$ cat config.mk
export PLATFORM = sky130hd
export DESIGN_NAME = ter_phi1_stream_flat
export DESIGN_NICKNAME = d
export VERILOG_FILES = /design/src/rtl/ter_pkg.sv /design/src/rtl/ter_phi1_stream_if.sv /design/src/rtl/ter_phi1_lane.sv /design/src/rtl/ter_phi1_stream.sv /design/src/flat_wrapper.sv
export SDC_FILE = /design/constraint.sdc
export NUM_CORES = 1
export LEC_CHECK = 0
export ABC_AREA = 0
export BUFFER_PORTS_ARGS = -buffer_cell sky130_fd_sc_hd__buf_2
export CELL_PAD_IN_SITES_DETAIL_PLACEMENT = 0
export CELL_PAD_IN_SITES_GLOBAL_PLACEMENT = 1
export CORE_ASPECT_RATIO = 0.9
export CORE_MARGIN = 4
export CORE_UTILIZATION = 43
export CTS_CLUSTER_DIAMETER = 60
export DETAILED_ROUTE_END_ITERATION = 16
export PLACE_DENSITY_LB_ADDON = 0.1
export SYNTH_ARGS = -nofsm -noshare
export SYNTH_HDL_FRONTEND = slang
export SYNTH_SLANG_ARGS = --single-unit
$ cat constraint.sdc
create_clock -name clk -period 4 [get_ports clk]
set_clock_uncertainty 0.2 [all_clocks]
set_input_delay 0 -clock clk [delete_from_list [all_inputs] [get_ports clk]]
set_output_delay 0 -clock clk [all_outputs]
set_load 0.01 [all_outputs]
$ cat src/rtl/ter_pkg.sv
// Ternary (Z3) coefficient types and arithmetic shared by the phi1 stream path.
package ter_pkg;

  typedef logic [1:0] ter_t;

  localparam ter_t TER_ZERO = 2'b00;
  localparam ter_t TER_POS  = 2'b01;
  localparam ter_t TER_NEG  = 2'b10;

  typedef enum logic {
    PHI1_DIV = 1'b0,
    PHI1_MUL = 1'b1
  } phi1_mode_e;

  // The unused code 2'b11 is read as zero.
  function automatic ter_t ter_sanitize(ter_t a);
    return (a == 2'b11) ? TER_ZERO : a;
  endfunction

  function automatic ter_t ter_neg(ter_t a);
    ter_t r;
    case (ter_sanitize(a))
      TER_POS: r = TER_NEG;
      TER_NEG: r = TER_POS;
      default: r = TER_ZERO;
    endcase
    return r;
  endfunction

  // Sum mod 3; equal non-zero operands wrap to the opposite sign.
  function automatic ter_t ter_add(ter_t a, ter_t b);
    ter_t sa;
    ter_t sb;
    ter_t r;
    sa = ter_sanitize(a);
    sb = ter_sanitize(b);
    if (sa == TER_ZERO) begin
      r = sb;
    end else if (sb == TER_ZERO) begin
      r = sa;
    end else if (sa == sb) begin
      r = ter_neg(sa);
    end else begin
      r = TER_ZERO;
    end
    return r;
  endfunction

endpackage

$ cat src/rtl/ter_phi1_stream_if.sv
// Stream handshake bundle between the S3 reduction stage and the lift output stage.
interface ter_phi1_stream_if #(
  parameter int unsigned LANES = 2
);
  localparam int unsigned DATA_W = 2 * LANES;

  logic              mode;
  logic              in_valid;
  logic              in_ready;
  logic [DATA_W-1:0] in_data;
  logic              out_valid;
  logic              out_ready;
  logic [DATA_W-1:0] out_data;
  logic              out_last;
  logic              busy;

  modport slave (
    input  mode, in_valid, in_data, out_ready,
    output in_ready, out_valid, out_data, out_last, busy
  );

  modport master (
    output mode, in_valid, in_data, out_ready,
    input  in_ready, out_valid, out_data, out_last, busy
  );
endinterface

$ cat src/rtl/ter_phi1_lane.sv
// One step of the (1 - x) recurrence: prefix sum (DIV) or first difference (MUL).
module ter_phi1_lane
  import ter_pkg::*;
(
  input  phi1_mode_e mode,
  input  ter_t       a,
  input  ter_t       c_in,
  output ter_t       y,
  output ter_t       c_out
);

  ter_t a_s;

  // DIV carries the running sum forward; MUL carries the raw input forward.
  always_comb begin
    a_s   = ter_sanitize(a);
    y     = TER_ZERO;
    c_out = TER_ZERO;
    if (mode == PHI1_DIV) begin
      y     = ter_add(c_in, a_s);
      c_out = y;
    end else begin
      y     = ter_add(a_s, ter_neg(c_in));
      c_out = a_s;
    end
  end

endmodule

$ cat src/rtl/ter_phi1_stream.sv
// Streaming multiply/divide by (1 - x) over Z3, LANES coefficients per beat.
module ter_phi1_stream
  import ter_pkg::*;
#(
  parameter int unsigned LANES = 2,
  parameter int unsigned N     = 700
) (
  input logic              clk,
  input logic              rst,
  ter_phi1_stream_if.slave bus
);

  localparam int unsigned BEATS  = N / LANES;
  localparam int unsigned BEAT_W = (BEATS > 1) ? $clog2(BEATS) : 1;
  localparam int unsigned DATA_W = 2 * LANES;
  localparam logic [BEAT_W-1:0] LAST_BEAT = BEAT_W'(BEATS - 1);

  logic [BEAT_W-1:0] beat_cnt;
  ter_t              carry;
  phi1_mode_e        mode_q;

  logic              accept;
  logic              first_beat;
  phi1_mode_e        mode_eff;
  ter_t              c_start;
  logic [DATA_W-1:0] y_beat;
  ter_t              c_next;

  assign bus.in_ready = !bus.out_valid || bus.out_ready;
  assign accept       = bus.in_valid && bus.in_ready;
  assign first_beat   = (beat_cnt == '0);
  assign mode_eff     = first_beat ? phi1_mode_e'(bus.mode) : mode_q;
  assign c_start      = first_beat ? TER_ZERO : carry;

  for (genvar k = 0; k < LANES; k++) begin : g_lane
    ter_t c_in;
    ter_t y;
    ter_t c_out;

    if (k == 0) begin : g_head
      assign c_in = c_start;
    end else begin : g_link
      assign c_in = g_lane[k-1].c_out;
    end

    ter_phi1_lane u_lane (
      .mode  (mode_eff),
      .a     (bus.in_data[2*k +: 2]),
      .c_in  (c_in),
      .y     (y),
      .c_out (c_out)
    );

    assign y_beat[2*k +: 2] = y;
  end

  assign c_next = g_lane[LANES-1].c_out;

  // Output register, frame counter, carry and mode latch; an accept overrides a drain.
  always_ff @(posedge clk) begin
    if (rst) begin
      bus.out_valid <= 1'b0;
      bus.out_data  <= '0;
      bus.out_last  <= 1'b0;
      bus.busy      <= 1'b0;
      beat_cnt      <= '0;
      carry         <= TER_ZERO;
      mode_q        <= PHI1_DIV;
    end else begin
      if (bus.out_valid && bus.out_ready) begin
        bus.out_valid <= 1'b0;
        bus.out_last  <= 1'b0;
        if (bus.out_last) begin
          bus.busy <= 1'b0;
        end
      end
      if (accept) begin
        bus.out_valid <= 1'b1;
        bus.out_data  <= y_beat;
        bus.busy      <= 1'b1;
        mode_q        <= mode_eff;
        if (beat_cnt == LAST_BEAT) begin
          bus.out_last <= 1'b1;
          beat_cnt     <= '0;
          carry        <= TER_ZERO;
        end else begin
          bus.out_last <= 1'b0;
          beat_cnt     <= beat_cnt + BEAT_W'(1);
          carry        <= c_next;
        end
      end
    end
  end

endmodule

$ cat src/flat_wrapper.sv
// flat-port wrapper written by rule: the top's interface ports become plain ports
module ter_phi1_stream_flat import ter_pkg::*;
#(
  parameter int unsigned LANES = 2,
  parameter int unsigned N     = 700
)
  (clk, rst, bus_mode, bus_in_valid, bus_in_data, bus_out_ready, bus_in_ready, bus_out_valid, bus_out_data, bus_out_last, bus_busy);
  ter_phi1_stream_if #(.LANES(LANES)) bus_i ();
  input logic clk;
  input logic rst;
  input wire logic [$bits(bus_i.mode)-1:0] bus_mode;
  input wire logic [$bits(bus_i.in_valid)-1:0] bus_in_valid;
  input wire logic [$bits(bus_i.in_data)-1:0] bus_in_data;
  input wire logic [$bits(bus_i.out_ready)-1:0] bus_out_ready;
  output wire logic [$bits(bus_i.in_ready)-1:0] bus_in_ready;
  output wire logic [$bits(bus_i.out_valid)-1:0] bus_out_valid;
  output wire logic [$bits(bus_i.out_data)-1:0] bus_out_data;
  output wire logic [$bits(bus_i.out_last)-1:0] bus_out_last;
  output wire logic [$bits(bus_i.busy)-1:0] bus_busy;
  assign bus_i.mode = bus_mode;
  assign bus_i.in_valid = bus_in_valid;
  assign bus_i.in_data = bus_in_data;
  assign bus_i.out_ready = bus_out_ready;
  assign bus_in_ready = bus_i.in_ready;
  assign bus_out_valid = bus_i.out_valid;
  assign bus_out_data = bus_i.out_data;
  assign bus_out_last = bus_i.out_last;
  assign bus_busy = bus_i.busy;
  ter_phi1_stream #(.LANES(LANES), .N(N)) u_core (.clk(clk), .rst(rst), .bus(bus_i));
endmodule
==> reports/qor.csv, run 1 <==
metric,value,unit
ff2ff_path_depth,17,
drv_cap,0,
die-area,4570,um^2
hold_crit_class,input pin to flip-flop,
whs_endpoint,u_core.carry[0]$_SDFFE_PP0P_,
ir_drop,207,uV
final_core_utilization,50.7,%
routed_wl,3190,um
synthesized_netlist_net_count,212,
routed_met1_length,1600,um
r2r_start,u_core.beat_cnt[0]$_SDFFE_PP0P_,
seq_area_frac_synth,24.9,%
dr_wl_met2,1460,um
cp.required,3.94,ns
timing.final.ws_setup,0.275,ns
met3_length,121,um
regToRegEndpoint,u_core.bus.out_data[3]$_SDFFE_PP0P_,
highest-signal-layer,met4,
chipWidth,70.8,um
power.internal,0.340,mW
cts_setup_buffers,0,
dieHeight,64.5,um
hold_violations,0,
timing.final.crit_period,3.72,ns
min_from,bus_mode,
design.portCount,17,
cts_num_sinks,19,
whs,0.0304,ns
preCtsSetupSlack,0.120,ns
n_antenna_cell,0,
power.switching_fraction,31.9,%
whs_path_depth,4,
synth_edf_count,0,
power.static_leakage,0.706,nW
groute.usage.overall,14.9,%
area_growth_syn_to_layout,12.9,%
synth.top_cells.by_area,"sky130_fd_sc_hd__dfxtp_1, sky130_fd_sc_hd__ha_1, sky130_fd_sc_hd__nor2_1",
port_buffers,16,
gr-total-overflow,0,
route.antenna.remaining_nets,0,
finalNetCount,225,
cts.path.max_buffers,2,
ys_async_sr_fraction,0,%
p_sw,0.159,mW
first_global_vias,1252,
endpoint_kind,flip-flop,
tightestPinTransition,0.725,ns
power-per-cell-area,289,nW/um^2
antenna_found_initial,0,
final-max-slew-violation-count,0,
syn-instance-count,186,
ys_warn_count,0,
grt_pass1_wl,5690,um
max_freq,268,MHz
vias,1317,
placeableCoreArea,3400,um^2
detailedRoute.firstIterationViolations,130,
setup_repair_after_global_routing_missed_its_margin,no,
period_share,93.1,%
gp_congestion,0.843,
synth_top_cell_by_area,sky130_fd_sc_hd__dfxtp_1,
cp_data_arrival_time,3.66,ns
cts_max_level,1,
clk_transition_reported_paths,0.07,ns
drtPass1Iterations,4,
finalSetupViolCount,0,
detail_route.vias_per_cell,5.44,
status,"finished, final reports clean",
timing.max_slew.rel_slack,51.2,%
synth_seq_cells,19,
pwr-share-comb,32.4,%
path_class,flip-flop to flip-flop,
clock_network_power_share,26.4,%
hpwlAfterDp,2440,um
cts_made_buffers,3,
crit_start_category,flip-flop,
clock_latency,0.25,ns
initial_utilization,44.9,%
average_cell_area_after_synthesis,8.21,um^2
yosys.cell_types.count,49,
post-route-drc-count,0,
share_seq_of_total_power,41.2,%
synth_top_area_share,24.9,%
synth.cell_area,1530,um^2
grt_max_degree,15,
cts_tree,built,
fin_setup_tns,0,ns
crit_path_max_fanout,8,
setup.reg_to_reg.worst_slack,0.28,ns
cts-root-buf,sky130_fd_sc_hd__clkbuf_8,
post_detailed_route_wirelength_per_cell,13.2,um
share_of_layout_cells_above_drive_strength_1,18.7,%
postSynth.topFlopCell,sky130_fd_sc_hd__dfxtp_1,
fp-row-count,20,
-- stage by stage --
step	std cells	total power, mW	cell area (um^2)
floorplan	186	0.331	1530
global placement	234	0.360	1610
detailed placement	234	0.362	1610
CTS	242	0.501	1690
global route	242	0.535	1720
finish	242	0.499	1720
-- cell usage in the layout, fill, tap and decap left out, types with 3 or more instances in the layout --
cell / count
sky130_fd_sc_hd__xnor2_1: 7
sky130_fd_sc_hd__nor2_1: 17
sky130_fd_sc_hd__ha_2: 4
sky130_fd_sc_hd__nor4_1: 3
sky130_fd_sc_hd__dlygate4sd3_1: 4
sky130_fd_sc_hd__ha_1: 12
sky130_fd_sc_hd__buf_2: 16
sky130_fd_sc_hd__nor3_1: 7
sky130_fd_sc_hd__and3_1: 3
sky130_fd_sc_hd__dfxtp_1: 19
sky130_fd_sc_hd__a21oi_1: 4
sky130_fd_sc_hd__a32o_1: 6
sky130_fd_sc_hd__xor2_1: 5
sky130_fd_sc_hd__nand4_1: 5
sky130_fd_sc_hd__clkbuf_8: 3
sky130_fd_sc_hd__nand3_1: 3
sky130_fd_sc_hd__o21ai_0: 8
sky130_fd_sc_hd__a32oi_1: 3
sky130_fd_sc_hd__nand2_1: 16
sky130_fd_sc_hd__inv_1: 12
-- cells by family (layout without fill, tap and decap cells) --
| group | after synthesis | count (layout) | synth area share (%) |
|---|---|---|---|
| muxes | 2 | 2 | 2.21 |
| adders and majority gates | 17 | 17 | 13.9 |
| and+or+nand+nor | 73 | 73 | 26.0 |
| xor gates and xnor gates | 12 | 12 | 6.88 |
| DFF | 19 | 19 | 24.9 |
| AOI/OAI and AO/OA | 37 | 37 | 18.3 |
| buffers and inverters | 26 | 38 | 7.70 |
-- timing repair --
| item | 4_1_cts | 5_1_grt |
|---|---|---|
| hold buffers | 4 | 0 |
| setup endpoints to repair | 0 | 4 |
| gates resized for setup | 0 | 8 |
| endpoints found under the hold margin | 6 | 0 |
-- routing by layer --
| metal | GRT usage [%] | vias up |
|---|---|---|
| li1 | - | 684 |
| met1 | 21.3 | 604 |
| met2 | 23.5 | 27 |
| met3 | 3.41 | 2 |
| met4 | 1.41 | 0 |
| met5 | 0 | - |
-- cell type report --
| class | instances | area, um^2 |
|---|---|---|
| sequential | 19 | 380 |
| timing repair buffer | 22 | 135 |
| tap | 44 | 55.1 |
| inverter | 12 | 45.0 |
| clock buffer | 4 | 45.0 |
| multi-input combinational | 141 | 1060 |
| fill | 370 | 1680 |
-- Yosys cell counts, drive strengths merged (4+ instances only) --
cell type / instances
xnor2: 7
a32o: 6
o21ai: 8
nand4: 5
nor3: 8
nor4: 5
a21oi: 4
ha: 17
dfxtp: 19
buf: 11
nand3: 4
nor2: 17
xor2: 5
nand2: 18
inv: 12
-- registers in the layout (all words and copies together), names as in the netlist --
| signal | count |
|---|---|
| u_core.bus.busy | 1 |
| u_core.bus.out_last | 1 |
| u_core.beat_cnt | 9 |
| u_core.carry | 2 |
| u_core.bus.out_data | 4 |
| u_core.bus.out_valid | 1 |
| u_core.mode_q | 1 |
-- power by group through the flow --
| stage | clock network, mW | logic, mW | registers, mW |
|---|---|---|---|
| after detailed placement | 0 | 0.152 | 0.210 |
| after global routing | 0.147 | 0.181 | 0.207 |
| after global placement | 0 | 0.151 | 0.209 |
| final | 0.132 | 0.162 | 0.205 |
| after floorplan | 0 | 0.120 | 0.211 |
| after CTS | 0.139 | 0.157 | 0.205 |
-- how the worst max path moves through the flow --
stage / start / endpoint / slack [ns] / cells past startpoint
6_report: u_core.beat_cnt[0]$_SDFFE_PP0P_ / u_core.bus.out_data[3]$_SDFFE_PP0P_ / 0.28 / 17
5_1_grt: u_core.beat_cnt[0]$_SDFFE_PP0P_ / u_core.bus.out_data[2]$_SDFFE_PP0P_ / 0.02 / 17
4_1_cts: u_core.beat_cnt[0]$_SDFFE_PP0P_ / u_core.bus.out_data[2]$_SDFFE_PP0P_ / 0.10 / 17
3_5_place_dp: u_core.beat_cnt[0]$_SDFFE_PP0P_ / u_core.bus.out_data[2]$_SDFFE_PP0P_ / 0.12 / 17
3_3_place_gp: u_core.beat_cnt[0]$_SDFFE_PP0P_ / u_core.bus.out_data[2]$_SDFFE_PP0P_ / 0.20 / 17
2_1_floorplan: u_core.beat_cnt[0]$_SDFFE_PP0P_ / u_core.bus.out_data[2]$_SDFFE_PP0P_ / 0.34 / 19
-- critical path, stage by stage (launching register included) --
cell and delay [ns]:
sky130_fd_sc_hd__dfxtp_1 0.42, sky130_fd_sc_hd__inv_1 0.07, sky130_fd_sc_hd__ha_1 0.19, sky130_fd_sc_hd__nor4b_2 0.15, sky130_fd_sc_hd__nand2_2 0.12, sky130_fd_sc_hd__and2_1 0.20, sky130_fd_sc_hd__ha_2 0.27, sky130_fd_sc_hd__xnor2_1 0.11
sky130_fd_sc_hd__a32oi_1 0.22, sky130_fd_sc_hd__nor2_1 0.05, sky130_fd_sc_hd__and4b_1 0.30, sky130_fd_sc_hd__nor2_1 0.07, sky130_fd_sc_hd__ha_2 0.40, sky130_fd_sc_hd__nor3_1 0.06, sky130_fd_sc_hd__a32o_1 0.26, sky130_fd_sc_hd__mux2_2 0.26
sky130_fd_sc_hd__nor3_2 0.19, sky130_fd_sc_hd__o31ai_1 0.08
No activity file was read; power rests on OpenSTA's default activity.
==> inputs of run 2 (changes only) <==
--- a/config.mk
+++ b/config.mk
@@ -10,8 +10,7 @@
 export CELL_PAD_IN_SITES_DETAIL_PLACEMENT = 0
 export CELL_PAD_IN_SITES_GLOBAL_PLACEMENT = 1
 export CORE_ASPECT_RATIO = 0.9
-export CORE_MARGIN = 4
-export CORE_UTILIZATION = 43
+export CORE_UTILIZATION = 39
 export CTS_CLUSTER_DIAMETER = 60
 export DETAILED_ROUTE_END_ITERATION = 16
 export PLACE_DENSITY_LB_ADDON = 0.1
==> constraint.sdc (replaced) <==
create_clock -name clk -period 3 [get_ports clk]
set_clock_uncertainty 0.2 [all_clocks]
set_input_delay 0 -clock clk [delete_from_list [all_inputs] [get_ports clk]]
set_output_delay 0 -clock clk [all_outputs]
set_load 0.01 [all_outputs]
==> run 2 against run 1 <==
Compared with the run above: flip-flop and latch count did not move; critical endpoint is now u_core.bus.out_data[2]$_SDFFE_PP0P_; the run now ends with setup timing left; via count rose by 8.4%; power is 53% higher; non-clock buffer count rose by 29; maximum frequency up 12%; sequential share of layout area decreased by 3.4 points; utilization increased by 4.3 points.
==> reports/qor.csv, run 2 (synthesis gave the netlist of run 1 again) <==
metric,value,unit
status,finished with violations,
violated_checks,setup timing,
detailedRoute.firstIterationViolations,106,
placeableCoreArea,3730,um^2
finalNetCount,254,
pwr-share-comb,39.9,%
post-route-drc-count,0,
timing.final.ws_setup,-0.337,ns
endpoint_kind,flip-flop,
highest-signal-layer,met4,
hold_crit_class,input pin to flip-flop,
power.internal,0.515,mW
design.portCount,17,
chipWidth,68.0,um
period_share,111,%
power.static_leakage,0.895,nW
layout.cells.most_common_list,"sky130_fd_sc_hd__buf_4, sky130_fd_sc_hd__dfxtp_1, sky130_fd_sc_hd__nor2_1, sky130_fd_sc_hd__buf_2, sky130_fd_sc_hd__nand2_1",
dieHeight,61.4,um
area.sequential,383,um^2
worst_path_dominant_cell_family,simple AND/OR/NAND/NOR gates,
power-per-cell-area,371,nW/um^2
place_inst,262,
cts_num_sinks,19,
cts_tree,built,
buffers_inverters_on_critical_path,2,
grt_max_degree,13,
antenna_found_initial,0,
registers_with_the_most_flip_flops,"u_core.beat_cnt: 9 flops, u_core.bus.out_data: 4 flops, u_core.carry: 2 flops",
n_antenna_cell,0,
crit_path_max_fanout,5,
preCtsSetupSlack,-0.492,ns
initial_utilization,40.9,%
cts.path.max_buffers,2,
max_freq,300,MHz
worstPathCellList,inv_2 -> ha_4 -> nor4b_4 -> nand2_2 -> and2_4 -> ha_4 -> xnor2_2 -> a32oi_1 -> nor2_1 -> and4b_2 -> nor2_2 -> ha_4 -> inv_2 -> a32o_1 -> a222oi_1 -> nand2_2 -> a31o_1,
met3_length,79,um
routed_met1_length,1750,um
cts_made_buffers,3,
power,0.762,mW
hold_violations,0,
stdcell_count,273,
cts-root-buf,sky130_fd_sc_hd__clkbuf_8,
port_buffers,16,
clk_transition_reported_paths,0.08,ns
ir_drop,233,uV
final_core_utilization,55.0,%
slowest_stage_delay_cp,0.33,ns
drv_cap,0,
timing.final.crit_period,3.34,ns
cp_data_arrival_time,3.29,ns
dr_wl_met2,1650,um
p_sw,0.246,mW
timing.max_slew.rel_slack,70.7,%
post_detailed_route_wirelength_per_cell,12.8,um
final-max-slew-violation-count,0,
first_global_vias,1336,
path_class,flip-flop to flip-flop,
layout_filler_cell_count,373,
clock_latency,0.26,ns
gr-total-overflow,0,
cp.required,2.96,ns
detail_route.vias_per_cell,5.23,
cts_max_level,1,
route.antenna.remaining_nets,0,
groute.usage.overall,18.6,%
mostFrequentLayoutCell,sky130_fd_sc_hd__buf_4,
max_reg_flops,9,
hpwlAfterDp,2690,um
share_of_layout_cells_above_drive_strength_1,36.6,%
area_growth_syn_to_layout,34.3,%
power.switching_fraction,32.4,%
registers.top_by_ff_count,u_core.beat_cnt,
die-area,4170,um^2
fp-row-count,21,
finalSetupViolCount,4,
crit_path_top_delay_cell,sky130_fd_sc_hd__dfxtp_2,
tightestPinTransition,0.439,ns
setup_repair_after_global_routing_missed_its_margin,yes,
share_seq_of_total_power,36.1,%
multi_input_area,1170,um^2
drtPass1Iterations,5,
clock_network_power_share,24.1,%
crit_start_category,flip-flop,
routed_wl,3500,um
timing.critical_path.mode_cell,sky130_fd_sc_hd__ha_4,
grt_pass1_wl,5920,um
gp_congestion,0.810,
vias,1428,
run 2: changes by cell type in the layout (fill, tap and decap cells not counted), sizes merged:
cell | previous run | this run
clkbuf | 4 | 3
clkinv | 0 | 1
buf | 18 | 47
run 2: power groups by stage:
| stage | sequential [mW] | combinational [mW] | clock (mW) |
|---|---|---|---|
| 2_1_floorplan | 0.283 | 0.189 | 0 |
| 5_1_grt | 0.277 | 0.335 | 0.200 |
| 3_3_place_gp | 0.279 | 0.261 | 0 |
| 3_5_place_dp | 0.280 | 0.265 | 0 |
| 6_report | 0.275 | 0.304 | 0.184 |
| 4_1_cts | 0.274 | 0.302 | 0.192 |
run 2: layer usage:
metal  track usage [%]  vias up
met4              2.68        0
met2              31.7       15
met3              3.33        2
met1              24.9      668
li1                  -      743
met5                 0        -
run 2: final timing paths:
path	from	end	slack, ns	cells after the start
worst max-delay path	u_core.beat_cnt[0]$_SDFFE_PP0P_	u_core.bus.out_data[2]$_SDFFE_PP0P_	-0.34	17
worst min-delay path	bus_mode	u_core.carry[0]$_SDFFE_PP0P_	0.10	5
worst max register to register	u_core.beat_cnt[0]$_SDFFE_PP0P_	u_core.bus.out_data[2]$_SDFFE_PP0P_	-0.34	17
worst min register to register	u_core.bus.out_data[1]$_SDFFE_PP0P_	u_core.bus.out_data[1]$_SDFFE_PP0P_	0.27	2
run 2: per-stage QoR:
step / cell area, um^2 / setup TNS [ns] / hold slack, ns
2_1_floorplan: 1630 / -1.40 / -0.0705
3_3_place_gp: 1870 / -1.62 / 0.0848
3_5_place_dp: 1870 / -1.77 / 0.0963
4_1_cts: 2050 / -1.25 / 0.100
5_1_grt: 2050 / -1.82 / 0.142
6_report: 2050 / -1.19 / 0.101
run 2: what timing repair did:
item                                   CTS  global route
setup endpoints to repair                4             4
endpoints found under the hold margin    6             0
setup buffers                            3             0
hold buffers                             4             0
pin swaps                               16             5
resized for setup                       12             2
run 2: area by class of cell:
class | count | share of cell area, %
multi-input combinational | 141 | 56.9
clock buffer | 3 | 2.01
sequential | 19 | 18.7
timing repair buffer | 51 | 17.2
tap | 46 | 2.80
clock inverter | 1 | 0.244
inverter | 12 | 2.20
run 2: worst register-to-register path, delay by kind of cell, from the launching register on:
kind                       cells  cell delay [ns]
buffers and inverters          2             0.10
xor gates and xnor gates       1             0.13
and+or+nand+nor                7             1.01
DFF                            1             0.33
adders and majority gates      3             0.58
AOI/OAI and AO/OA              4             0.88
==> inputs of run 3 (changes only) <==
--- a/config.mk
+++ b/config.mk
@@ -13,6 +13,7 @@
 export CORE_UTILIZATION = 39
 export CTS_CLUSTER_DIAMETER = 60
 export DETAILED_ROUTE_END_ITERATION = 16
+export GPL_TIMING_DRIVEN = 0
 export PLACE_DENSITY_LB_ADDON = 0.1
 export SYNTH_ARGS = -nofsm -noshare
 export SYNTH_HDL_FRONTEND = slang
==> run 3 against run 2 <==
Compared with the run above: the flow still finishes with violations (setup timing); sequential power barely moved; register-to-register slack got worse by 0.21 ns; worst hold slack worse by 0.047 ns; flip-flop and latch count unchanged; die area did not move; clock power fell by 5%; final cell count is 2.9% lower; sequential share of layout area is 1.1 points higher; worst setup slack worse by 0.21 ns; critical path type unchanged; largest cell class unchanged; highest routed layer unchanged.
==> reports/qor.csv, run 3 (synthesis gave the netlist of run 1 again) <==
metric,value,unit
status,finished with violations,
violated_checks,setup timing,
post-route-drc-count,0,
mostFrequentLayoutCell,sky130_fd_sc_hd__buf_2,
path_class,flip-flop to flip-flop,
clk_transition_reported_paths,0.07,ns
post_detailed_route_wirelength_per_cell,12.8,um
area_growth_syn_to_layout,27.8,%
gp_congestion,0.785,
placeableCoreArea,3730,um^2
final-max-slew-violation-count,0,
gr-total-overflow,0,
setup.reg_to_reg.worst_slack,-0.54,ns
timing.max_slew.rel_slack,46.3,%
hold_violations,0,
dieHeight,61.4,um
route.antenna.remaining_nets,0,
p_sw,0.235,mW
final_core_utilization,52.3,%
ff2ff_path_depth,18,
cts_num_sinks,19,
grt_max_degree,12,
fin_setup_tns,-1.85,ns
power-per-cell-area,375,nW/um^2
vias,1401,
groute.usage.overall,17.1,%
drv_cap,0,
ir_drop,208,uV
power.static_leakage,0.840,nW
layout.cells.most_common_list,"sky130_fd_sc_hd__buf_2, sky130_fd_sc_hd__nor2_1, sky130_fd_sc_hd__dfxtp_1",
stdcell_count,265,
min_from,bus_mode,
registers.top_by_ff_count,u_core.beat_cnt,
r2r_start,u_core.beat_cnt[1]$_SDFFE_PP0P_,
timing.final.crit_period,3.54,ns
setup_repair_after_global_routing_missed_its_margin,yes,
hpwlAfterDp,2520,um
dpl_cell_area,1770,um^2
cts_max_level,1,
port_buffers,16,
hold_crit_class,input pin to flip-flop,
cts_tree,built,
finalNetCount,246,
whs_endpoint,u_core.carry[1]$_SDFFE_PP0P_,
share_seq_of_total_power,37.5,%
cp_data_arrival_time,3.49,ns
fp-row-count,21,
max_freq,282,MHz
layout_filler_cell_count,362,
timing.final.ws_setup,-0.543,ns
endpoint_kind,flip-flop,
cts_made_buffers,3,
tightestPinTransition,0.798,ns
finalSetupViolCount,4,
place_inst,248,
chipWidth,68.0,um
design.portCount,17,
routed_wl,3390,um
crit_start_category,flip-flop,
antenna_found_initial,0,
detailedRoute.firstIterationViolations,79,
crit_path_max_fanout,7,
detail_route.vias_per_cell,5.29,
whs_path_depth,4,
n_antenna_cell,0,
max_reg_flops,9,
power.switching_fraction,32.0,%
power,0.733,mW
drtPass1Iterations,4,
regToRegEndpoint,u_core.bus.out_data[2]$_SDFFE_PP0P_,
cts.path.max_buffers,2,
share_of_layout_cells_above_drive_strength_1,32.4,%
clock_latency,0.25,ns
power.internal,0.498,mW
pwr-share-comb,38.7,%
registers_with_the_most_flip_flops,"u_core.beat_cnt: 9 flops, u_core.bus.out_data: 4 flops, u_core.carry: 2 flops",
grt_pass1_wl,5410,um
period_share,118,%
cp.required,2.95,ns
final_area,1950,um^2
initial_utilization,40.9,%
first_global_vias,1244,
clock_network_power_share,23.9,%
die-area,4170,um^2
cts-root-buf,sky130_fd_sc_hd__clkbuf_8,
## run 3: cell count changes in the layout (fill, tap and decap cells not counted), sizes merged
cell	before	now
clkbuf	3	5
buf	47	37
## run 3: timing repair
action	in CTS	in global routing
setup endpoints to repair	4	4
hold buffers	4	0
resized for setup	6	5
pin swaps	7	12
buffers inserted	7	5
hold endpoints to repair	10	0
## run 3: worst max-delay path by stage
stage                                          startpoint                                   to  depth (start not counted)
after global routing      u_core.beat_cnt[1]$_SDFFE_PP0P_  u_core.bus.out_data[2]$_SDFFE_PP0P_                         18
after global placement    u_core.beat_cnt[0]$_SDFFE_PP0P_  u_core.bus.out_data[2]$_SDFFE_PP0P_                         18
after floorplan           u_core.beat_cnt[1]$_SDFFE_PP0P_  u_core.bus.out_data[2]$_SDFFE_PP0P_                         19
after detailed placement  u_core.beat_cnt[0]$_SDFFE_PP0P_  u_core.bus.out_data[2]$_SDFFE_PP0P_                         18
final                     u_core.beat_cnt[1]$_SDFFE_PP0P_  u_core.bus.out_data[2]$_SDFFE_PP0P_                         18
after CTS                 u_core.beat_cnt[0]$_SDFFE_PP0P_  u_core.bus.out_data[2]$_SDFFE_PP0P_                         20
## run 3: layout make-up
cell class | instances | area, um^2 | area share, %
clock inverter | 1 | 5.00 | 0.256
multi-input combinational | 141 | 1120 | 57.4
inverter | 12 | 50.0 | 2.56
timing repair buffer | 32 | 210 | 10.8
tap | 46 | 57.6 | 2.95
clock buffer | 3 | 41.3 | 2.12
sequential | 19 | 385 | 19.7
buffer | 11 | 82.6 | 4.23
## run 3: worst max-delay path, stage by stage, from the launching register on
cell                       delay, ns
sky130_fd_sc_hd__dfxtp_2        0.33
sky130_fd_sc_hd__inv_2          0.07
sky130_fd_sc_hd__ha_4           0.12
sky130_fd_sc_hd__nor4b_4        0.18
sky130_fd_sc_hd__nand2_2        0.09
sky130_fd_sc_hd__and2_4         0.17
sky130_fd_sc_hd__ha_4           0.18
sky130_fd_sc_hd__xnor2_2        0.14
sky130_fd_sc_hd__a32oi_1        0.17
sky130_fd_sc_hd__nor2_1         0.06
sky130_fd_sc_hd__and4b_2        0.31
sky130_fd_sc_hd__nor2_1         0.05
sky130_fd_sc_hd__ha_1           0.30
sky130_fd_sc_hd__buf_8          0.13
sky130_fd_sc_hd__inv_4          0.03
sky130_fd_sc_hd__a32o_1         0.19
sky130_fd_sc_hd__a222oi_1       0.37
sky130_fd_sc_hd__nand2_2        0.10
sky130_fd_sc_hd__a31o_1         0.23
## run 3: metal layers
| layer | GRT usage, % | vias up | routed length (um) |
|---|---|---|---|
| li1 | - | 729 | - |
| met1 | 23.5 | 652 | 1690 |
| met2 | 28.0 | 18 | 1610 |
| met3 | 3.33 | 2 | 68 |
| met4 | 2.68 | 0 | 11 |
| met5 | 0 | - | 0 |
## run 3: metrics by stage
step	setup slack (ns)	hold slack (ns)
finish	-0.543	0.0539
global route	-0.719	0.0682
CTS	-0.513	0.0735
detailed placement	-0.792	0.0865
global placement	-0.666	0.0851
floorplan	-0.414	-0.0705
## run 3: power groups by stage
stage	clock [mW]	sequential, mW	combinational [mW]
6_report	0.175	0.274	0.283
5_1_grt	0.192	0.276	0.313
4_1_cts	0.180	0.274	0.268
3_5_place_dp	0	0.282	0.242
3_3_place_gp	0	0.281	0.238
2_1_floorplan	0	0.283	0.189
